## src/rtl/eth_phy_10g_rx_descrambler.sv

```systemverilog
// 10GBASE-R receive descrambler (1 + x^39 + x^58) with sync-header check, one-cycle latency.
// Define ETH_PHY_10G_RX_BER_MON_EN to build the high-BER monitor; otherwise o_hi_ber is tied low.
module eth_phy_10g_rx_descrambler #(
    parameter int HDR_WIDTH         = 2,
    parameter int DATA_WIDTH        = 64,
    parameter int SCRAMBLER_DISABLE = 0,
    parameter int BER_WINDOW        = 19531,
    parameter int BER_THRESH        = 16
) (
    input  logic                  clk,
    input  logic                  rst,
    input  logic [HDR_WIDTH-1:0]  i_serdes_rx_hdr,
    input  logic [DATA_WIDTH-1:0] i_serdes_rx_data,
    input  logic                  i_aligned,
    output logic [HDR_WIDTH-1:0]  o_rx_hdr,
    output logic [DATA_WIDTH-1:0] o_rx_data,
    output logic                  o_rx_valid,
    output logic                  o_hdr_err,
    output logic                  o_hi_ber
);

    if (HDR_WIDTH != 2 || DATA_WIDTH != 64 || BER_WINDOW < 2 || BER_WINDOW > 32768 ||
        BER_THRESH < 1 || BER_THRESH > 31) begin : g_bad_params
        $error("eth_phy_10g_rx_descrambler: unsupported parameter combination");
    end

    logic                  hdr_bad;
    logic [DATA_WIDTH-1:0] data_d;

    // Streaming stage: no backpressure, one block is accepted on every clock.
    assign hdr_bad = i_aligned &&
                     (i_serdes_rx_hdr != HDR_WIDTH'(1)) &&
                     (i_serdes_rx_hdr != HDR_WIDTH'(2));

    if (SCRAMBLER_DISABLE == 0) begin : g_descr
        logic [57:0]  state;
        logic [121:0] ext;
        logic [63:0]  desc;

        assign ext = {i_serdes_rx_data, state};

        always_comb begin
            desc = i_serdes_rx_data;
            for (int i = 0; i < 64; i++) begin
                desc[i] = desc[i] ^ ext[i+19] ^ ext[i];
            end
        end

        // History holds received (scrambled) bits and runs regardless of lock.
        always_ff @(posedge clk) begin
            if (rst) begin
                state <= '0;
            end else begin
                state <= i_serdes_rx_data[DATA_WIDTH-1:6];
            end
        end

        assign data_d = desc;
    end else begin : g_bypass
        assign data_d = i_serdes_rx_data;
    end

    always_ff @(posedge clk) begin
        if (rst) begin
            o_rx_hdr   <= '0;
            o_rx_data  <= '0;
            o_rx_valid <= 1'b0;
            o_hdr_err  <= 1'b0;
        end else begin
            o_rx_hdr   <= i_serdes_rx_hdr;
            o_rx_data  <= data_d;
            o_rx_valid <= i_aligned;
            o_hdr_err  <= hdr_bad;
        end
    end

`ifdef ETH_PHY_10G_RX_BER_MON_EN
    localparam logic [14:0] WIN_LAST = 15'(BER_WINDOW - 1);
    localparam logic [4:0]  THRESH   = 5'(BER_THRESH);

    logic [14:0] win_cnt;
    logic [4:0]  err_cnt;
    logic [4:0]  err_nxt;
    logic        win_wrap;

    // An error landing on the wrap cycle is the first count of the new window.
    always_comb begin
        win_wrap = (win_cnt == WIN_LAST);
        err_nxt  = err_cnt;
        if (win_wrap) begin
            err_nxt = {4'b0, hdr_bad};
        end else if (err_cnt != THRESH) begin
            err_nxt = err_cnt + {4'b0, hdr_bad};
        end
    end

    always_ff @(posedge clk) begin
        if (rst || !i_aligned) begin
            win_cnt  <= '0;
            err_cnt  <= '0;
            o_hi_ber <= 1'b0;
        end else begin
            win_cnt  <= win_wrap ? 15'd0 : win_cnt + 15'd1;
            err_cnt  <= err_nxt;
            o_hi_ber <= (win_wrap ? (err_cnt == THRESH) : o_hi_ber) || (err_nxt == THRESH);
        end
    end
`else
    assign o_hi_ber = 1'b0;
`endif

endmodule

```

## config.mk

```make
export PLATFORM = sky130hd
export DESIGN_NAME = eth_phy_10g_rx_descrambler
export DESIGN_NICKNAME = d
export VERILOG_FILES = /design/src/rtl/eth_phy_10g_rx_descrambler.sv
export SDC_FILE = /design/constraint.sdc
export NUM_CORES = 1
export LEC_CHECK = 0
export BUFFER_PORTS_ARGS = -buffer_cell sky130_fd_sc_hd__buf_2
export CELL_PAD_IN_SITES_DETAIL_PLACEMENT = 1
export CELL_PAD_IN_SITES_GLOBAL_PLACEMENT = 1
export CORE_MARGIN = 2
export CORE_UTILIZATION = 39
export DETAILED_ROUTE_END_ITERATION = 6
export PLACE_DENSITY_LB_ADDON = 0.05
export SLEW_MARGIN = 20
export SYNTH_ARGS = -nofsm -noshare
export SYNTH_HDL_FRONTEND = slang
export SYNTH_SLANG_ARGS = --single-unit
```

## constraint.sdc

```tcl
create_clock -name clk -period 1.6 [get_ports clk]
set_clock_uncertainty 0.2 [all_clocks]
set_input_delay 0.16 -clock clk [delete_from_list [all_inputs] [get_ports clk]]
set_output_delay 0.16 -clock clk [all_outputs]
set_load 0.03 [all_outputs]
```

==> run metrics, run 1 <==
Peak VDD IR 0.670 mV; antenna violations before repair 0; vias in the first global route 3472; maxcap violations 0; layout cells sized above 1 36.4%; Mean Syn Cell Area 12.3 um2; Starting Density 39.8%; final setup violation count 0; synth cell count leaders dfxtp_1 (126), nor2b_1 (71), mux2_2 (52), nor2_1 (40), xor2_1 (32); multi-input gate area in the final layout 1920 um2; Final Hold Violating Endpoints 0; worst setup margin 84.9 ps; Crit Path Category in2reg; # IOs 138; Total Power 8.42 mW; H-tree lvl count 4; Cells after Synth 369; top cell type's share of synthesized area 55.5%; Tcrit/Tclk final 94.7%; Final Cell Area 6620 um2; Ys Warns 0; Synth Area in Adders 0%; Worst EP arrival 1670 ps; vias post-DR 3176; Placed Cells 638; cell taking the most area after synthesis dfxtp_1; status completed; Synth Area in Simple Gates 13.2%; flops & latches, synth 126; mapped cell area 4550 um2; Filler Cell Count 1239; Die ar. 12500 um2; RSZ-0062 raised after global routing false; Final Non-Filler Cells 739; Area Overhead vs Synth 45.5%; CTS sink cnt 126; Worst Hold Class in2reg; number of port buffers 136; Core Rows 39; first-pass GRT wire length 17.3 mm; leading post-synthesis cells by cell area dfxtp_1 (55%), mux2_2 (13%), nor2b_1 (9.8%), xor2_1 (6.2%), xnor3_1 (5.9%); TritonRoute pass-1 iters 4; clock buffer count from CTS 17; dpl hpwl 7.18 mm; Static Leak 3.11 nW; Setup TNS 0 ps; Synth Area in Compound Gates 0%; Post-Synth XOR/XNOR Area 16.2%; Critical Path RT 1750 ps; global placer's final weighted congestion 0.751; Finished Core Util 58.0%; Fmax 660 MHz; clock-pin slew on the worst setup and hold paths 50 ps; Overflow after GRT 0; clk root buf clkbuf_16; register area 2520 um2; Seq/Total Area, Yosys 55.5%; multiplexer area fraction after synthesis 12.9%; Clock Latency Late Sink 410 ps; post-layout min period 1520 ps; CTS tree built; worst hold slack 327 ps; CP Launch Type primary input; Die Height 112 um; largest family of logic cells by synthesized area XOR/XNOR gates; Tot GR Track Use 18.1%; clk buf depth 2; Placed Area 5360 um2; final wirelength 10.8 mm; crit-path max FO 18; Power Density 1270 nW/um2; Critical Path End Type register; DRC violations left 0; DR vias/cell 4.30; maximum number of pins on one net before global-route repair 50; Core Region 11400 um2; worst slack, placed 337 ps; Yosys cell types 12; ant diodes 0; nets@finish 653; Die W 112 um; count leader, synth dfxtp_1; Final ANT Viol Nets 0; max-slew violation count 0; Post-synth EDFFs 0; number of post-CTS setup repair buffers 0; Most used DFF post-synth dfxtp_1; ys async rst share 0%; syn_nets 438; drt wl/cell 14.7 um; Initial DRC Count 68
[final timing paths]
path | cells after the start | startpoint | slack, ps | endpoint
max | 4 | rst | 80 | g_descr.state[13]
max reg2reg | 2 | g_descr.state[35] | 320 | o_rx_data[16]
min reg2reg | 2 | g_descr.state[7] | 420 | o_rx_data[7]
min | 3 | i_serdes_rx_data[38] | 330 | g_descr.state[32]
[final cells by class]
class                           count  area share (%)
Multi-Input combinational cell    230            29.1
Clock inverter                      8            1.36
Sequential cell                   126            38.1
Timing Repair Buffer              209            21.7
Tap cell                          143            2.70
Clock buffer                       23            7.07
[logic make-up after synthesis]
logic type	count (synthesis)
and+or+nand+nor	112
DFF	126
other	1
muxes	52
buffers and inverters	13
xor gates and xnor gates	65
[sequential cells by signal (all words and copies together), names as in the netlist]
register       flops
o_rx_hdr           2
o_rx_data         64
o_rx_valid         1
g_descr.state     58
o_hdr_err          1
[report_power, final]
part	total [mW]	internal, mW	switching (mW)
Combinational	1.28	0.606	0.673
Sequential	3.48	3.38	0.0997
Clock	3.66	2.35	1.31
Total	8.42	6.33	2.09
[timing repair]
action,4_1_cts,5_1_grt
hold endpoints to repair,126,0
resized for setup,0,0
hold buffers,71,0
setup endpoints to repair,0,1
[critical path: stages]
cell	delay, ps
dlygate4sd3_1	540
buf_4	210
nor2b_1	190
dlygate4sd3_1	570
[per-layer routing]
| layer | track usage (%) | up-vias | share of wire [%] |
|---|---|---|---|
| li1 | - | 1606 | - |
| met2 | 30.8 | 88 | 51 |
| met5 | 0 | - | 0 |
| met3 | 5.61 | 14 | 5.1 |
| met1 | 20.8 | 1468 | 42 |
| met4 | 8.54 | 0 | 1.6 |
[cell usage in the layout, fill, tap and decap left out]
master / instances
and2_1: 1
buf_12: 2
buf_2: 135
buf_4: 1
bufinv_16: 2
clkbuf_1: 4
clkbuf_16: 17
clkbuf_8: 2
clkinv_2: 6
conb_1: 1
dfxtp_1: 126
dlygate4sd3_1: 71
mux2_2: 52
nor2_1: 40
nor2b_1: 71
xnor2_1: 21
xnor3_1: 12
xor2_1: 32
Power figures use the tool's default switching activity.
==> run 2, diff against run 1 <==
--- a/config.mk
+++ b/config.mk
@@ -9,7 +9,7 @@
 export CELL_PAD_IN_SITES_DETAIL_PLACEMENT = 1
 export CELL_PAD_IN_SITES_GLOBAL_PLACEMENT = 1
 export CORE_MARGIN = 2
-export CORE_UTILIZATION = 39
+export CORE_UTILIZATION = 43
 export DETAILED_ROUTE_END_ITERATION = 6
 export PLACE_DENSITY_LB_ADDON = 0.05
 export SLEW_MARGIN = 20
==> constraint.sdc (replaced) <==
create_clock -name clk -period 1.9 [get_ports clk]
set_clock_uncertainty 0.2 [all_clocks]
set_input_delay 0.19 -clock clk [delete_from_list [all_inputs] [get_ports clk]]
set_output_delay 0.19 -clock clk [all_outputs]
set_load 0.03 [all_outputs]
==> run 2 against run 1 <==
  * Worst setup slack improved by 220 ps
  * Count of clock-buffer cells in the layout fell by 5
  * First-iteration DRC count fell by 26%
  * Sequential share of layout area fell by 0.73 points
  * Via count rose by 3.7%
  * Routed wire length rose by 7.0%
  * Design area rose by 1.9%
  * Die area fell by 9.0%
  * Critical path depth rose by 1
  * Core utilization rose by 7.7 points
  * Non-clock buffer count rose by 11
  * Register-to-register slack improved by 180 ps
  * Critical endpoint is now o_hdr_err
  * Highest routed layer unchanged
==> run metrics, run 2 (same netlist as run 1, synthesis figures left out) <==
Initial DRC Count 50 (was 68); Largest regs o_rx_data (64), g_descr.state (58), o_rx_hdr (2) (unchanged); Setup TNS 0 ps (unchanged); worst setup path start rst (unchanged); Total Power 7.28 mW (was 8.42 mW); Max stage delay on crit path 570 ps (about the same); CP Launch Type primary input (unchanged); Placed Cells 633 (was 638); clock buffer count from CTS 17 (unchanged); Die ar. 11400 um2 (was 12500 um2); Post-CTS Resized 0 (unchanged); RSZ-0062 raised after global routing false (unchanged); CP top delay family buffers and inverters (unchanged); Static Leak 3.17 nW (was 3.11 nW); commonest non-fill, non-tap cell in the layout buf_2 (unchanged); Placed Area 5360 um2 (about the same); Hold Path Origin i_serdes_rx_data[37] (was i_serdes_rx_data[38]); # IOs 138 (unchanged); first-pass GRT wire length 18.3 mm (was 17.3 mm); Tcrit/Tclk final 84.1%; dpl hpwl 7.19 mm (was 7.18 mm); start of the worst register-to-register path g_descr.state[35] (unchanged); Starting Density 44.2% (was 39.8%); maxcap violations 0 (unchanged); Die W 107 um (was 112 um); worst slack, placed 489 ps (was 337 ps); ant diodes 0 (unchanged); vias in the first global route 3661 (was 3472); Worst Hold Class in2reg (unchanged); Top cell by count, worst path dlygate4sd3_1 (unchanged); status completed (unchanged); number of port buffers 136 (unchanged); maximum number of pins on one net before global-route repair 34 (was 50); CTS sink cnt 126 (unchanged); Core Rows 37 (was 39); max FFs per register 64 (unchanged); CTS tree built (unchanged); clock-pin slew on the worst setup and hold paths 70 ps (was 50 ps); CP cell instances dlygate4sd3_1 > buf_4 > nor2b_1 > dlygate4sd3_1 > and2_1 (was dlygate4sd3_1 > buf_4 > nor2b_1 > dlygate4sd3_1); vias post-DR 3294 (was 3176); Critical Path RT 2110 ps (was 1750 ps); Peak VDD IR 0.587 mV (was 0.670 mV); Area Overhead vs Synth 48.4% (was 45.5%); drt wl/cell 15.6 um (was 14.7 um); slowest CP cell dlygate4sd3_1 (unchanged); CP Depth 5 (was 4); clk buf depth 2 (unchanged); post-layout min period 1600 ps; DRC violations left 0 (unchanged); Crit Path Category in2reg (unchanged); crit-path max FO 24 (was 18); H-tree lvl count 4 (unchanged); worst setup margin 302 ps (was 84.9 ps); global placer's final weighted congestion 0.745 (was 0.751); Finished Core Util 65.6% (was 58.0%); DR vias/cell 4.43 (was 4.30); Clock Latency Late Sink 500 ps (was 410 ps); Fmax 626 MHz; most frequent cells in the layout buf_2 (135), dfxtp_1 (126), dlygate4sd3_1 (79), nor2b_1 (71), mux2_2 (52) (was buf_2 (135), dfxtp_1 (126), nor2b_1 (71), dlygate4sd3_1 (71), mux2_2 (52)); worst hold slack 260 ps (was 327 ps); Worst Reg-to-Reg Cells 2 (unchanged); Critical Path End Type register (unchanged); final setup violation count 0 (unchanged); antenna violations before repair 0 (unchanged); final wirelength 11.6 mm (was 10.8 mm); layout cells sized above 1 36.9% (was 36.4%); max-slew violation count 0 (unchanged); Power Density 1080 nW/um2 (was 1270 nW/um2); Worst EP arrival 1800 ps (was 1670 ps); Final Non-Filler Cells 743 (was 739); Overflow after GRT 0 (unchanged); TritonRoute pass-1 iters 4 (unchanged); Die Height 107 um (was 112 um); Final Hold Violating Endpoints 0 (unchanged); Tot GR Track Use 21.2% (was 18.1%); Core Region 10300 um2 (was 11400 um2); Reg with most FFs o_rx_data (unchanged); Final Cell Area 6750 um2 (was 6620 um2); clk root buf clkbuf_8 (was clkbuf_16); worst hold stages 3 (unchanged); nets@finish 664 (was 653); Final ANT Viol Nets 0 (unchanged); CP Buf/Inv Count 3 (unchanged)
## run 2: cell types whose count changed in the layout (fill, tap and decap cells not counted), sizes merged
cell | previous run | this run
buf | 138 | 141
bufinv | 2 | 3
clkbuf | 23 | 18
clkinv | 6 | 4
clkinvlp | 0 | 4
dlygate4sd3 | 71 | 79
inv | 0 | 2
## run 2: worst min-delay path, stage by stage
cell           delay, ps
dlygate4sd3_1        510
buf_2                110
nor2b_1              110
## run 2: power breakdown
part	switching (mW)	leakage (nW)	total (mW)	internal [mW]
combinational	0.584	1.84	1.11	0.525
sequential	0.0887	1.05	2.93	2.85
clock	1.21	0.280	3.24	2.03
total	1.88	3.17	7.28	5.40
## run 2: layout make-up
type | instances | area [um2]
clock buffer | 18 | 428
clock inverter | 13 | 165
fill | 1084 | 3530
multi-input combinational | 230 | 1920
sequential | 126 | 2520
tap | 136 | 170
timing repair buffer | 220 | 1540
## run 2: routing by layer
metal	track usage, %	share of wire [%]
met4	7.33	1.7
met1	23.1	40
met5	0	0
met2	39.2	53
met3	6.14	5.1
## run 2: worst paths after layout
kind | endpoint | slack (ps)
max | o_hdr_err | 300
max reg2reg | o_rx_data[16] | 500
min | g_descr.state[31] | 260
min reg2reg | o_rx_data[3] | 410
## run 2: repair_timing
action | CTS | global route
hold buffers | 79 | 0
setup buffers | 0 | 0
hold endpoints to repair | 126 | 0
==> run 3, diff against run 2 <==
--- a/config.mk
+++ b/config.mk
@@ -9,7 +9,7 @@
 export CELL_PAD_IN_SITES_DETAIL_PLACEMENT = 1
 export CELL_PAD_IN_SITES_GLOBAL_PLACEMENT = 1
 export CORE_MARGIN = 2
-export CORE_UTILIZATION = 43
+export CORE_UTILIZATION = 36
 export DETAILED_ROUTE_END_ITERATION = 6
 export PLACE_DENSITY_LB_ADDON = 0.05
 export SLEW_MARGIN = 20
==> constraint.sdc (replaced) <==
create_clock -name clk -period 1.45 [get_ports clk]
set_clock_uncertainty 0.2 [all_clocks]
set_input_delay 0.145 -clock clk [delete_from_list [all_inputs] [get_ports clk]]
set_output_delay 0.145 -clock clk [all_outputs]
set_load 0.03 [all_outputs]
==> run 3 against run 2 <==
  * Cell count rose by 5.7%
  * Sequential share of layout area fell by 0.62 points
  * Sequential cell count is the same
  * Worst hold slack worse by 250 ps
  * Routed wire length decreased by 6.9%
  * Register-to-register slack worse by 320 ps
  * Sequential power increased by 31%
  * Non-clock buffer count up 10
  * Critical path type unchanged
  * Largest cell class unchanged
  * Largest power group unchanged
==> run metrics, run 3 (same netlist as run 1, synthesis figures left out) <==
status completed (unchanged); Final ANT Viol Nets 0 (unchanged); commonest non-fill, non-tap cell in the layout buf_2 (unchanged); ant diodes 0 (unchanged); maximum number of pins on one net before global-route repair 41 (was 34); Clock Latency Late Sink 410 ps (was 500 ps); Final Hold Violating Endpoints 0 (unchanged); CTS tree built (unchanged); Crit Path Category in2reg (unchanged); Fmax 705 MHz; layout cells sized above 1 35.4% (was 36.9%); clk buf depth 2 (unchanged); global placer's final weighted congestion 0.708 (was 0.745); Power Density 1340 nW/um2 (was 1080 nW/um2); CP cell instances dlygate4sd3_1 > buf_2 > nor2b_1 > dlygate4sd3_1 (was dlygate4sd3_1 > buf_4 > nor2b_1 > dlygate4sd3_1 > and2_1); final setup violation count 0 (unchanged); Area Overhead vs Synth 50.9% (was 48.4%); Filler Cell Count 1358 (was 1084); crit-path max FO 2 (was 24); Tcrit/Tclk final 97.8%; max FFs per register 64 (unchanged); clk root buf clkbuf_16 (was clkbuf_8); Max stage delay on crit path 560 ps (was 570 ps); clock buffer count from CTS 17 (unchanged); antenna violations before repair 0 (unchanged); vias post-DR 3298 (was 3294); Largest regs o_rx_data (64), g_descr.state (58), o_rx_hdr (2) (unchanged); dpl hpwl 7.21 mm (was 7.19 mm); first-pass GRT wire length 17.3 mm (was 18.3 mm); maxcap violations 0 (unchanged); Static Leak 3.22 nW (was 3.17 nW); Die W 116 um (was 107 um); DRC violations left 0 (unchanged); Final Non-Filler Cells 785 (was 743); CP top delay family buffers and inverters (unchanged); Placed Cells 668 (was 633); CP Buf/Inv Count 3 (unchanged); TritonRoute pass-1 iters 5 (was 4); Setup TNS 0 ps (unchanged); H-tree lvl count 4 (unchanged); worst hold slack 7.91 ps (was 260 ps); Core Region 12500 um2 (was 10300 um2); Peak VDD IR 0.702 mV (was 0.587 mV); nets@finish 674 (was 664); Top cell by count, worst path dlygate4sd3_1 (unchanged); Tot GR Track Use 17.0% (was 21.2%); Reg with most FFs o_rx_data (unchanged); number of port buffers 136 (unchanged); post-layout min period 1420 ps; most frequent cells in the layout buf_2 (135), dfxtp_1 (126), dlygate4sd3_1 (89), nor2b_1 (69), mux2_2 (52) (was buf_2 (135), dfxtp_1 (126), dlygate4sd3_1 (79), nor2b_1 (71), mux2_2 (52)); Core Rows 41 (was 37); Critical Path End Type register (unchanged); number of post-CTS setup repair buffers 0 (unchanged); Die ar. 13500 um2 (was 11400 um2); vias in the first global route 3541 (was 3661); Starting Density 36.5% (was 44.2%); Worst Hold Class in2reg (unchanged); drt wl/cell 13.7 um (was 15.6 um); clock-pin slew on the worst setup and hold paths 50 ps (was 70 ps); max-slew violation count 0 (unchanged); DR vias/cell 4.20 (was 4.43); # IOs 138 (unchanged); CP Launch Type primary input (unchanged); RSZ-0062 raised after global routing false (unchanged); final wirelength 10.8 mm (was 11.6 mm); Worst EP arrival 1500 ps (was 1800 ps); CTS sink cnt 126 (unchanged); Initial DRC Count 57 (was 50); Die Height 116 um (was 107 um); slowest CP cell dlygate4sd3_1 (unchanged); Critical Path RT 1540 ps (was 2110 ps); Overflow after GRT 0 (unchanged)
-- run 3: changes by cell type in the layout (fill, tap and decap cells not counted), moves of 3 or more --
| cell | change |
|---|---|
| dlygate4sd3_1 | +10 |
| clkbuf_1 | +4 |
| clkinvlp_4 | -4 |
| clkbuf_8 | +3 |
-- run 3: worst reg2reg max path, cell delays in order (launching register included) --
cell and delay [ps]:
dfxtp_1 320, xnor2_1 260, mux2_2 370
-- run 3: power by group --
part,internal [mW],switching [mW]
Clock,2.54,1.36
Sequential,3.73,0.107
Combinational,0.711,0.748
-- run 3: final timing paths --
path,from,end,slack (ps),cells past startpoint
setup / recovery,i_serdes_rx_data[57],g_descr.state[51],30,4
hold / removal,rst,g_descr.state[25],8,3
setup reg to reg,g_descr.state[45],o_rx_data[26],180,2
hold reg to reg,g_descr.state[26],o_rx_data[7],410,2
-- run 3: timing repair --
item                                    in CTS  in global routing
endpoints found under the hold margin      125                  0
hold buffers                                90                  0
resized for setup                            0                  3
endpoints found under the setup margin       0                  2
-- run 3: per-layer routing --
metal  vias to the layer above  track usage (%)  share of wire, %
li1                       1647                -                 -
met1                      1551             19.9                43
met2                        84             29.1                50
met3                        16             4.83               5.2
met4                         0             7.14               1.7
met5                         -                0                 0
-- run 3: layout make-up --
class,count,area (um2),area share (%)
timing repair buffer,230,1650,24.1
multi-input combinational,230,1930,28.1
tap,172,215,3.14
sequential,126,2520,36.8
clock buffer,26,509,7.42
clock inverter,1,30.0,0.438
-- run 3: metrics by stage --
| stage | worst slack (ps) | total power, mW | util [%] | cell area, um2 |
|---|---|---|---|---|
| finish | 32.5 | 9.20 | 55.0 | 6860 |
| detailed placement | 205 | 5.19 | 43.4 | 5410 |
| floorplan | 313 | 4.77 | - | 4550 |
| global placement | 202 | 5.17 | 43.4 | 5410 |
| global route | 4.93 | 9.61 | 55.0 | 6860 |
| CTS | 50.6 | 9.31 | 55.0 | 6850 |
